<file path="config.mk">
export PLATFORM = sky130hd
export DESIGN_NAME = vga_timing_det
export DESIGN_NICKNAME = d
export VERILOG_FILES = /design/src/rtl/vga_timing_pkg.sv /design/src/rtl/vga_sync_edge.sv /design/src/rtl/vga_timing_det.sv
export SDC_FILE = /design/constraint.sdc
export NUM_CORES = 1
export LEC_CHECK = 0
export CAP_MARGIN = 10
export CORE_MARGIN = 2
export CORE_UTILIZATION = 59
export CTS_BUF_LIST = sky130_fd_sc_hd__clkbuf_2
export CTS_CLUSTER_DIAMETER = 120
export DETAILED_ROUTE_END_ITERATION = 6
export MAX_ROUTING_LAYER = met4
export PLACE_DENSITY = 0.83
export SLEW_MARGIN = 0
export SYNTH_ARGS = -nofsm -noshare
export SYNTH_HDL_FRONTEND = slang
export SYNTH_SLANG_ARGS = --single-unit
</file>
<file path="constraint.sdc">
create_clock -name in_pclk -period 3.85 [get_ports in_pclk]
set_input_delay 1.155 -clock in_pclk [delete_from_list [all_inputs] [get_ports in_pclk]]
set_output_delay 1.155 -clock in_pclk [all_outputs]
set_load 0.02 [all_outputs]
</file>
<file path="src/rtl/vga_timing_pkg.sv">
// Shared constants, lock-FSM state encoding and counter helpers for the VGA timing detector.
package vga_timing_pkg;

    localparam int   PW_DEF     = 14;
    localparam int   VW         = 12;
    localparam logic HS_ACT_DEF = 1'b0;
    localparam logic VS_ACT_DEF = 1'b0;

    typedef enum logic [1:0] {
        ST_SEARCH  = 2'd0,
        ST_MEASURE = 2'd1,
        ST_CHECK   = 2'd2,
        ST_LOCKED  = 2'd3
    } state_e;

    // Vertical counters stick at all-ones rather than wrapping on absurd input.
    function automatic logic [VW-1:0] sat_inc_v(input logic [VW-1:0] v);
        return (v == {VW{1'b1}}) ? v : v + VW'(1);
    endfunction

endpackage

</file>
<file path="src/rtl/vga_sync_edge.sv">
// Single input register stage for hs/vs/de/valid, plus one cycle of history to form edge pulses.
module vga_sync_edge
    import vga_timing_pkg::*;
#(
    parameter logic HS_ACT = HS_ACT_DEF,
    parameter logic VS_ACT = VS_ACT_DEF
) (
    input  logic clk_i,
    input  logic rst_ni,
    input  logic hs_i,
    input  logic vs_i,
    input  logic de_i,
    input  logic vld_i,
    output logic vld_o,
    output logic hs_edge_o,
    output logic vs_edge_o,
    output logic de_rise_o,
    output logic de_fall_o
);

    logic hs_q, vs_q, de_q, vld_q;
    logic hs_p_q, vs_p_q, de_p_q;

    always_ff @(posedge clk_i or negedge rst_ni) begin
        if (!rst_ni) begin
            hs_q   <= ~HS_ACT;
            vs_q   <= ~VS_ACT;
            de_q   <= 1'b0;
            vld_q  <= 1'b0;
            hs_p_q <= ~HS_ACT;
            vs_p_q <= ~VS_ACT;
            de_p_q <= 1'b0;
        end else begin
            hs_q   <= hs_i;
            vs_q   <= vs_i;
            de_q   <= de_i;
            vld_q  <= vld_i & de_i;
            hs_p_q <= hs_q;
            vs_p_q <= vs_q;
            de_p_q <= de_q;
        end
    end

    assign vld_o     = vld_q;
    assign hs_edge_o = (hs_q == HS_ACT) && (hs_p_q != HS_ACT);
    assign vs_edge_o = (vs_q == VS_ACT) && (vs_p_q != VS_ACT);
    assign de_rise_o = de_q & ~de_p_q;
    assign de_fall_o = ~de_q & de_p_q;

endmodule

</file>
<file path="src/rtl/vga_timing_det.sv">
// Measures incoming video timing, tracks the active pixel position and locks once two frames agree.
module vga_timing_det
    import vga_timing_pkg::*;
#(
    parameter int   PW     = PW_DEF,
    parameter logic HS_ACT = HS_ACT_DEF,
    parameter logic VS_ACT = VS_ACT_DEF
) (
    input  logic          in_pclk,
    input  logic          in_rstn,
    input  logic          in_de,
    input  logic          in_hs,
    input  logic          in_vs,
    input  logic          in_valid,
    output logic [PW-1:0] out_x,
    output logic [VW-1:0] out_y,
    output logic          out_valid,
    output logic          out_sof,
    output logic [PW-1:0] out_h_total,
    output logic [PW-1:0] out_h_active,
    output logic [VW-1:0] out_v_total,
    output logic [VW-1:0] out_v_active,
    output logic          out_locked,
    output logic          out_err
);

    localparam logic [PW-1:0] PW_MAX = {PW{1'b1}};
    localparam logic [PW-1:0] PW_ONE = PW'(1);

    logic vld_s, hs_edge, vs_edge, de_rise, de_fall;

    logic [PW-1:0] h_cnt_q, h_cnt_d, line_len_q, line_len_d;
    logic [PW-1:0] px_cnt_q, px_cnt_d, line_act_q, line_act_d, xcur;
    logic [VW-1:0] ln_cnt_q, ln_cnt_d, act_cnt_q, act_cnt_d, f_act;
    logic [PW-1:0] x_q, h_tot_q, h_act_q;
    logic [VW-1:0] y_q, v_tot_q, v_act_q;
    logic          valid_q, sof_q, err_q, err_d, store, match;
    state_e        state_q, state_d;

    vga_sync_edge #(
        .HS_ACT (HS_ACT),
        .VS_ACT (VS_ACT)
    ) u_sync (
        .clk_i     (in_pclk),
        .rst_ni    (in_rstn),
        .hs_i      (in_hs),
        .vs_i      (in_vs),
        .de_i      (in_de),
        .vld_i     (in_valid),
        .vld_o     (vld_s),
        .hs_edge_o (hs_edge),
        .vs_edge_o (vs_edge),
        .de_rise_o (de_rise),
        .de_fall_o (de_fall)
    );

    always_comb begin
        h_cnt_d    = (h_cnt_q == PW_MAX) ? h_cnt_q : h_cnt_q + PW_ONE;
        line_len_d = line_len_q;
        if (hs_edge) begin
            h_cnt_d    = '0;
            line_len_d = (h_cnt_q == PW_MAX) ? PW_MAX : h_cnt_q + PW_ONE;
        end

        // The first pixel can land on the same cycle as DE rise, so clear before counting.
        xcur     = de_rise ? '0 : px_cnt_q;
        px_cnt_d = xcur;
        if (vld_s && xcur != PW_MAX) begin
            px_cnt_d = xcur + PW_ONE;
        end
        line_act_d = de_fall ? px_cnt_q : line_act_q;

        ln_cnt_d = hs_edge ? sat_inc_v(ln_cnt_q) : ln_cnt_q;
        if (vs_edge) begin
            ln_cnt_d = hs_edge ? VW'(1) : '0;
        end
        f_act     = de_fall ? sat_inc_v(act_cnt_q) : act_cnt_q;
        act_cnt_d = vs_edge ? '0 : f_act;
    end

    // Frame snapshot taken at VS: the HS edge of this cycle belongs to the new frame,
    // while a coincident DE fall still belongs to the frame that is ending.
    assign match = (line_len_d == h_tot_q) && (line_act_d == h_act_q) &&
                   (ln_cnt_q == v_tot_q) && (f_act == v_act_q);

    always_comb begin
        state_d = state_q;
        store   = 1'b0;
        err_d   = 1'b0;
        case (state_q)
            ST_SEARCH: begin
                if (vs_edge) state_d = ST_MEASURE;
            end
            ST_MEASURE: begin
                if (vs_edge) begin
                    state_d = ST_CHECK;
                    store   = 1'b1;
                end
            end
            ST_CHECK: begin
                if (vs_edge) begin
                    store = 1'b1;
                    if (match) state_d = ST_LOCKED;
                end
            end
            ST_LOCKED: begin
                if (vs_edge) begin
                    if (!match) begin
                        state_d = ST_CHECK;
                        store   = 1'b1;
                        err_d   = 1'b1;
                    end
                end else if (de_fall && px_cnt_q != h_act_q) begin
                    state_d = ST_CHECK;
                    err_d   = 1'b1;
                end
            end
            default: state_d = ST_SEARCH;
        endcase
    end

    always_ff @(posedge in_pclk or negedge in_rstn) begin
        if (!in_rstn) begin
            h_cnt_q    <= '0;
            line_len_q <= '0;
            px_cnt_q   <= '0;
            line_act_q <= '0;
            ln_cnt_q   <= '0;
            act_cnt_q  <= '0;
            x_q        <= '0;
            y_q        <= '0;
            valid_q    <= 1'b0;
            sof_q      <= 1'b0;
            err_q      <= 1'b0;
            h_tot_q    <= '0;
            h_act_q    <= '0;
            v_tot_q    <= '0;
            v_act_q    <= '0;
            state_q    <= ST_SEARCH;
        end else begin
            h_cnt_q    <= h_cnt_d;
            line_len_q <= line_len_d;
            px_cnt_q   <= px_cnt_d;
            line_act_q <= line_act_d;
            ln_cnt_q   <= ln_cnt_d;
            act_cnt_q  <= act_cnt_d;
            valid_q    <= vld_s;
            if (vld_s) begin
                x_q <= xcur;
                y_q <= act_cnt_q;
            end
            sof_q   <= vld_s && (xcur == '0) && (act_cnt_q == '0);
            err_q   <= err_d;
            state_q <= state_d;
            if (store) begin
                h_tot_q <= line_len_d;
                h_act_q <= line_act_d;
                v_tot_q <= ln_cnt_q;
                v_act_q <= f_act;
            end
        end
    end

    assign out_x        = x_q;
    assign out_y        = y_q;
    assign out_valid    = valid_q;
    assign out_sof      = sof_q;
    assign out_err      = err_q;
    assign out_h_total  = h_tot_q;
    assign out_h_active = h_act_q;
    assign out_v_total  = v_tot_q;
    assign out_v_active = v_act_q;
    assign out_locked   = (state_q == ST_LOCKED);

endmodule

</file>
Yosys cells after proc, flatten, opt, wreduce, memory -nomap -nowiden
Cells that the tools add are included.
- shift operators: 0
- $lt $le $gt $ge: 0
- muxes and demuxes: 29
- add/subtract/negate cells: 4
- multiply operators: 0
- bitwise gates (word level): 7
- div/mod/pow operators: 0
- equal/unequal tests: 20
- reduce and logical (&&, ||, !) cells: 16
- operators by type and width (cell ; number):
    $mux W14 ; 7
    $mux W12 ; 6
    $add A14 B1 Y14 const B ; 2
    $eq A14 B14 Y1 ; 2
    $add A12 B1 Y12 const B ; 2
    $eq A12 B12 Y1 ; 2
    $eq A12 B12 Y1 const B ; 2
    $eq A14 B14 Y1 const B ; 1
    $logic_not A14 Y1 ; 1
    $mux W2 ; 7
    $ne A14 B14 Y1 ; 1
    $ne A14 B14 Y1 const B ; 1
    $logic_not A12 Y1 ; 1
    $ne A2 B2 Y1 const B ; 6
    $logic_and A1 B1 Y1 ; 9
    $pmux W2 S4 ; 1
    $mux W1 ; 7
    $reduce_and A6 Y1 ; 1
    $eq A2 B2 Y1 const B ; 2
    $not A1 Y1 ; 4
    $and A1 B1 Y1 ; 3
    $ne A3 B1 Y1 const B ; 1
    $ne A3 B3 Y1 const B ; 1
    $eq A2 B1 Y1 const B ; 1
    other kinds (5) ; 5
- bits in registers: 170
- output and inout bits: 82
- RAM bits: 0
- memories kept: 0
- word-level logic and storage cells: 99
- memory bits (read-only): 0
- input port bits: 6
- latch bits: 0

Longest topological paths before layout
- depth in word-level cells: 10
- gate-level depth with buffers: 13
- depth with buffers taken out: 12

Cells and area by module
A second synthesis with hierarchy kept.
- cells, all modules: 804
- area total of the unflattened synthesis: 8715.9 µm²
- modules (own cells, without submodules) (module ; cells each ; area each (µm²) ; seq. area each (µm²) ; times used):
    vga_timing_det ; 792 ; 8501.9 ; 4078.9 ; 1
    vga_sync_edge ; 12 ; 214.0 ; 180.2 ; 1

Worst setup path before layout
Ideal clock, no wire load.
- kind: flip-flop to flip-flop
- start point: register act_cnt_q[0]
- end point: register h_act_q[4], in the netlist out_h_active[4]
- data required time: 3.722 ns
- arrival: 3.178 ns
- library setup time: 0.128 ns
- stages on the path, launching flop included: 13
- path slack: 0.545 ns
- period minus slack after synthesis: 3.305 ns
- path buffers: 1
- cells stage by stage: dfrtp_1 ha_1 nand3_1 nor4_2 mux2i_1 xnor2_1 nand4_1 a2111oi_0 nand4_1 o21a_1 o21ai_4 buf_6 mux2_1
- cells in the longest elaborated chain, start to end: 8
- elaborated cells between the ends (all ways): 9
- those cells by class: 1 x add/sub; 2 x eq/ne; 5 x mux; 1 x reduce/logical
- RTL lines (item ; RTL line ; source):
    start, declared ; vga_timing_det.sv:34 ; logic [VW-1:0] ln_cnt_q, ln_cnt_d, act_cnt_q, act_cnt_d, f_act;
    start signal, assigned ; vga_timing_det.sv:146 ; act_cnt_q <= act_cnt_d;
    $add A12 B1 Y12 / $eq A12 B12 Y1 (equally long branches) ; vga_timing_pkg.sv:18 ; return (v == {VW{1'b1}}) ? v : v + VW'(1);
    $mux W12 ; vga_timing_pkg.sv:18 ;
    $mux W12 * ; vga_timing_det.sv:77 ; f_act = de_fall ? sat_inc_v(act_cnt_q) : act_cnt_q;
    $eq A12 B12 Y1 * ; vga_timing_det.sv:84 ; (ln_cnt_q == v_tot_q) && (f_act == v_act_q);
    $logic_and A1 B1 Y1 * ; vga_timing_det.sv:84 ;
    $mux W1 * ; vga_timing_det.sv:108 ; if (!match) begin
    $mux W1 * ; vga_timing_det.sv:107 ; if (vs_edge) begin
    $pmux W1 S2 * ; vga_timing_det.sv:90 ; case (state_q)
    end signal, assigned ; vga_timing_det.sv:157 ; h_act_q <= line_act_d;
    end, declared ; vga_timing_det.sv:35 ; logic [PW-1:0] x_q, h_tot_q, h_act_q;
Every way passes the cells marked *; elsewhere a longest branch is shown, timed or not.
A chain may end at the register's enable or synchronous reset.

Final worst setup path
- start point: register u_sync.de_p_q
- end point: register v_tot_q[6], in the netlist out_v_total[6]
- cells in the longest elaborated chain, start to end: 9
- elaborated cells between the ends (all ways): 11
- those cells by class: 2 x eq/ne; 5 x mux; 1 x bitwise; 3 x reduce/logical
- RTL lines (item ; RTL line ; source):
    start, declared ; vga_sync_edge.sv:22 ; logic hs_p_q, vs_p_q, de_p_q;
    start signal, assigned ; vga_sync_edge.sv:40 ; de_p_q <= de_q;
    $and A1 B1 Y1 ; vga_sync_edge.sv:48 ; assign de_fall_o = ~de_q & de_p_q;
    $mux W14 ; vga_timing_det.sv:71 ; line_act_d = de_fall ? px_cnt_q : line_act_q;
    via line_act_d[12] ; vga_timing_det.sv:33 ; logic [PW-1:0] px_cnt_q, px_cnt_d, line_act_q, line_act_d, xcur;
    $eq A14 B14 Y1 ; vga_timing_det.sv:83 ; assign match = (line_len_d == h_tot_q) && (line_act_d == h_act_q) &&
    $logic_and A1 B1 Y1 (2 in a row) ; vga_timing_det.sv:83 ;
    $logic_and A1 B1 Y1 ; vga_timing_det.sv:84 ;
    $mux W1 ; vga_timing_det.sv:108 ;
    $mux W1 ; vga_timing_det.sv:107 ;
    $pmux W1 S2 ; vga_timing_det.sv:90 ;
    end signal, assigned ; vga_timing_det.sv:158 ; v_tot_q <= ln_cnt_q;
    end, declared ; vga_timing_det.sv:36 ; logic [VW-1:0] y_q, v_tot_q, v_act_q;
The timed path passes the listed nets, and every way through them passes these cells.

==> results.md <==
* Clock sink count at 170
* Depth of the CTS H-tree at 4
* Endpoint kind of the worst setup timing path: flip-flop
* Sum of overflow across all layers after global routing at 0
* Number of filler cells placed in the layout at 1061
* DR DRC count at 0
* Number of search-and-repair iterations in the first detailed-routing pass at 6
* Via count of the first global-routing pass at 6192
* Setup TNS at 0 ns
* Die outline area at 15490 um2
* Total number of nets in the final design at 932
* Period minus WS final at 3.659 ns
* Number of flip-flops and latches in the synthesized netlist at 170
* Post-CTS setup-driven buffer insertion count at 0
* Start point of the worst min-delay path: u_sync.hs_q
* Net count after synthesis at 848
* Clock network power share at 22.3%
* Detail Placement HPWL at 13800 um
* Combinational cell fraction of total power at 29.4%
* Timing-limited maximum frequency at 273.3 MHz
* Final hold violation count at 0
* Slew of the pin with the lowest slew margin at 0.7592 ns
* Routed wire per std cell at 17.37 um
* Cell type with the largest total area after synthesis: dfrtp_1
* Cell variety after synth at 60
* Routed vias at 6563
* Count of nets left with antenna violations after detail routing at 0
* Maximum fanout count along the critical path at 31
* Net switching share of the total power at 34.39%
* Internal Power at 2955 uW
* Crit path required time at 4.50 ns
* Worst clock skew at 0.04969 ns
* Mapped Area at 8559 um2
* Clock tree from TritonCTS: built
* First-pass GRT wire length at 32000 um
* Unrepaired setup endpoints after global routing: false
* Pins Over Slew Limit at 0
* Mean instance size in the synthesized netlist at 10.29 um2
* Hold-fix buffer count after cts at 0
* Total Routed Length at 19330 um
* Final Cycle Share at 95.04%
* Clock insertion delay at the later pin of the skew report at 0.75 ns
* Row cnt at 44
* Reported max-cap violation count at 0
* Gate count of the mapped netlist at 832
* Area overhead of the layout relative to synthesis at 16.21%
* Relative slew slack at 49.38%
* Final count of negative-setup-slack endpoints at 0
* Number of antenna violations at the first check in global routing at 0
* EDFF count, synth at 0
* Footprint of the multi-input gates at 3929 um2
* Worst Reg-to-Reg Cells at 11
* Prevailing post-synth register cell: dfrtp_1
* Slowest stage delay, CP at 0.47 ns
* Detailed router's first-iteration violation count at 659
* Leading cell types by count after synthesis: dfrtp_1 (166), nor2_1 (69), nand2_1 (64), mux2_2 (49), inv_1 (48)
* Highest ir drop seen on vdd at 0.0002371 V
* R2r startpoint: u_sync.de_p_q
* Fraction of the yosys area taken by sequential cells at 49.76%
* Share of Yosys cell area claimed by the top area cell type at 48.53%
* Horizontal extent of the die at 124.4 um
* Total Power at 4505 uW
* Number of inserted diodes at 0
* TritonCTS buffer count at 17
* Most used standard cell by instance count after synthesis: dfrtp_1
* Initial Utilization at 59.57%
* Critical-path cell with the highest stage delay: dfrtp_1
* Number of cells on the worst hold path at 0
* Cell-by-cell trace of the critical path: nor2b_2 > mux2_2 > a222oi_1 > a21boi_0 > nand4_1 > a2111oi_1 > nand4_1 > o21a_1 > o21ai_4 > buf_12 > mux2_2
* Main area contributors after synthesis: dfrtp_1 (49%), mux2_2 (6.4%), xor2_1 (4.4%)
* Power share of the sequential group at 48.3%
* I/O Pins at 88
* Yosys warning total at 0
* Floorplan die height at 124.4 um
* Min-Delay Path Class: flip-flop to flip-flop
* Worst setup slack for register-to-register paths at 0.19 ns
* LEAKAGE at 0.004551 uW
* Final weighted congestion in routability-driven placement at 0.9570
* Share of flip-flops with an asynchronous set or reset after synthesis at 100.0%
* Core area at 14370 um2
* Number of cells upsized or downsized after cts at 0
* Fraction of final layout cells with drive strength greater than 1 at 13.13%
* Post-CTS clock slew at the launch and capture registers of the worst setup and hold paths at 0.25 ns
* Clock Tree Root: clkbuf_2
* Ratio of total power to cell area at 452.9 nW/um2
* RR Endpoint: out_v_total[6]
* Number of input and output port buffers inserted at 87
* Switching pwr at 1549 uW
* Maximum number of pins on one net before global-route repair at 83
* Element type at the critical path start: flip-flop
* Seq. cell area at 4262 um2
* Data arrival time of the critical path at 4.31 ns
* End of the worst hold path: u_sync.hs_p_q
* Post-DR vias/cell at 5.897
* Outcome: finished clean
* Max Root-Sink Buffers at 2
* Crit Path Class: flip-flop to flip-flop
* Overall routing resource usage at 26.31%
* Util after Layout at 69.23%
cell families after synthesis:
group                    synth area share [%]
buffers and inverters                   4.531
AO/OA/AOI/OAI                           8.961
adder cells (fa/ha/maj)                 1.462
multiplexers                            10.39
XOR/XNOR                                8.858
flip-flops                              49.76
AND/OR/NAND/NOR                         16.04
registers in the layout, indices dropped and copies added (netlist names), 2 cells and up:
| name | flops |
|---|---|
| out_h_total | 14 |
| h_cnt_q | 14 |
| line_act_q | 14 |
| line_len_q | 14 |
| state_q | 2 |
| act_cnt_q | 12 |
| out_x | 14 |
| px_cnt_q | 14 |
| ln_cnt_q | 12 |
| out_y | 12 |
| out_v_active | 12 |
| out_h_active | 14 |
| out_v_total | 12 |
cell usage in the layout (no fill, tap or decap), drive strengths merged, types with 3 or more instances in the layout:
| cell type | Yosys | routed |
|---|---|---|
| nor2 | 69 | 69 |
| o21ai | 47 | 47 |
| xnor2 | 41 | 41 |
| o311ai | 3 | 3 |
| a21oi | 23 | 23 |
| clkinv | 0 | 4 |
| dfstp | 4 | 4 |
| nand2b | 7 | 7 |
| nand3 | 36 | 36 |
| o2111ai | 3 | 3 |
| nor2b | 7 | 7 |
| o221ai | 5 | 5 |
| dfrtp | 166 | 166 |
| a22oi | 4 | 4 |
| inv | 48 | 52 |
| o21a | 3 | 3 |
| nand2 | 64 | 64 |
| or3 | 5 | 5 |
| clkbuf | 30 | 19 |
| mux2 | 63 | 63 |
| clkdlybuf4s50 | 0 | 86 |
| nor4 | 16 | 16 |
| and3 | 8 | 8 |
| mux2i | 18 | 18 |
| and2 | 5 | 5 |
| nand4 | 26 | 26 |
| ha | 10 | 10 |
| or2 | 3 | 3 |
| buf | 14 | 23 |
| a31oi | 7 | 7 |
| bufinv | 0 | 3 |
| and4 | 9 | 9 |
| nor3 | 12 | 12 |
| xor2 | 43 | 43 |
area by class of cell:
| class | count | area share (%) |
|---|---|---|
| clock buffer | 19 | 0.9560 |
| clock inverter | 13 | 1.648 |
| inverter | 48 | 1.811 |
| multi-input combinational | 570 | 39.50 |
| sequential | 170 | 42.84 |
| tap | 184 | 2.314 |
| timing repair buffer | 109 | 10.93 |
worst max-delay path: cells and delay by family (launching register included):
| kind | cells | cell delay, ns |
|---|---|---|
| compound gates | 5 | 1.52 |
| simple gates | 3 | 0.59 |
| buf+inv | 1 | 0.24 |
| mux | 2 | 0.74 |
| flops | 1 | 0.47 |
metal layers:
metal,up-vias,global-route usage [%],part of all wire (%)
met1,3233,36.03,45
met2,216,41.18,48
li1,3082,-,-
met5,-,-,0
met4,0,5.816,1.2
met3,32,5.369,5.1
power groups by stage:
| stage | Combinational (uW) | Sequential [uW] | Clock, uW |
|---|---|---|---|
| after floorplan | 738 | 2260 | 0 |
| after global placement | 1290 | 2200 | 0 |
| after detailed placement | 1320 | 2200 | 0 |
| after CTS | 1320 | 2170 | 1020 |
| after global routing | 1430 | 2200 | 1100 |
| final | 1330 | 2180 | 1000 |
worst max-delay path by stage:
stage	from	to	cells after the start
2_1_floorplan	act_cnt_q[0]	out_h_active[4]	12
3_3_place_gp	act_cnt_q[0]	out_h_active[9]	12
3_5_place_dp	u_sync.de_p_q	out_h_active[1]	11
4_1_cts	u_sync.de_p_q	out_h_total[10]	11
5_1_grt	h_cnt_q[0]	out_h_active[1]	12
6_report	u_sync.de_p_q	out_v_total[6]	11
metrics by stage:
stage | setup slack, ns | cell area, um2 | hold slack [ns] | std cells
final | 0.1909 | 9947 | 0.3862 | 1113
after floorplan | 0.5449 | 8559 | 0.3581 | 832
after CTS | 0.1443 | 9931 | 0.3894 | 1113
after global routing | 0.003312 | 9947 | 0.3926 | 1113
after detailed placement | 0.2040 | 9672 | 0.3724 | 1081
after global placement | 0.3468 | 9672 | 0.3698 | 1081
(Power assumes the default switching activity.)
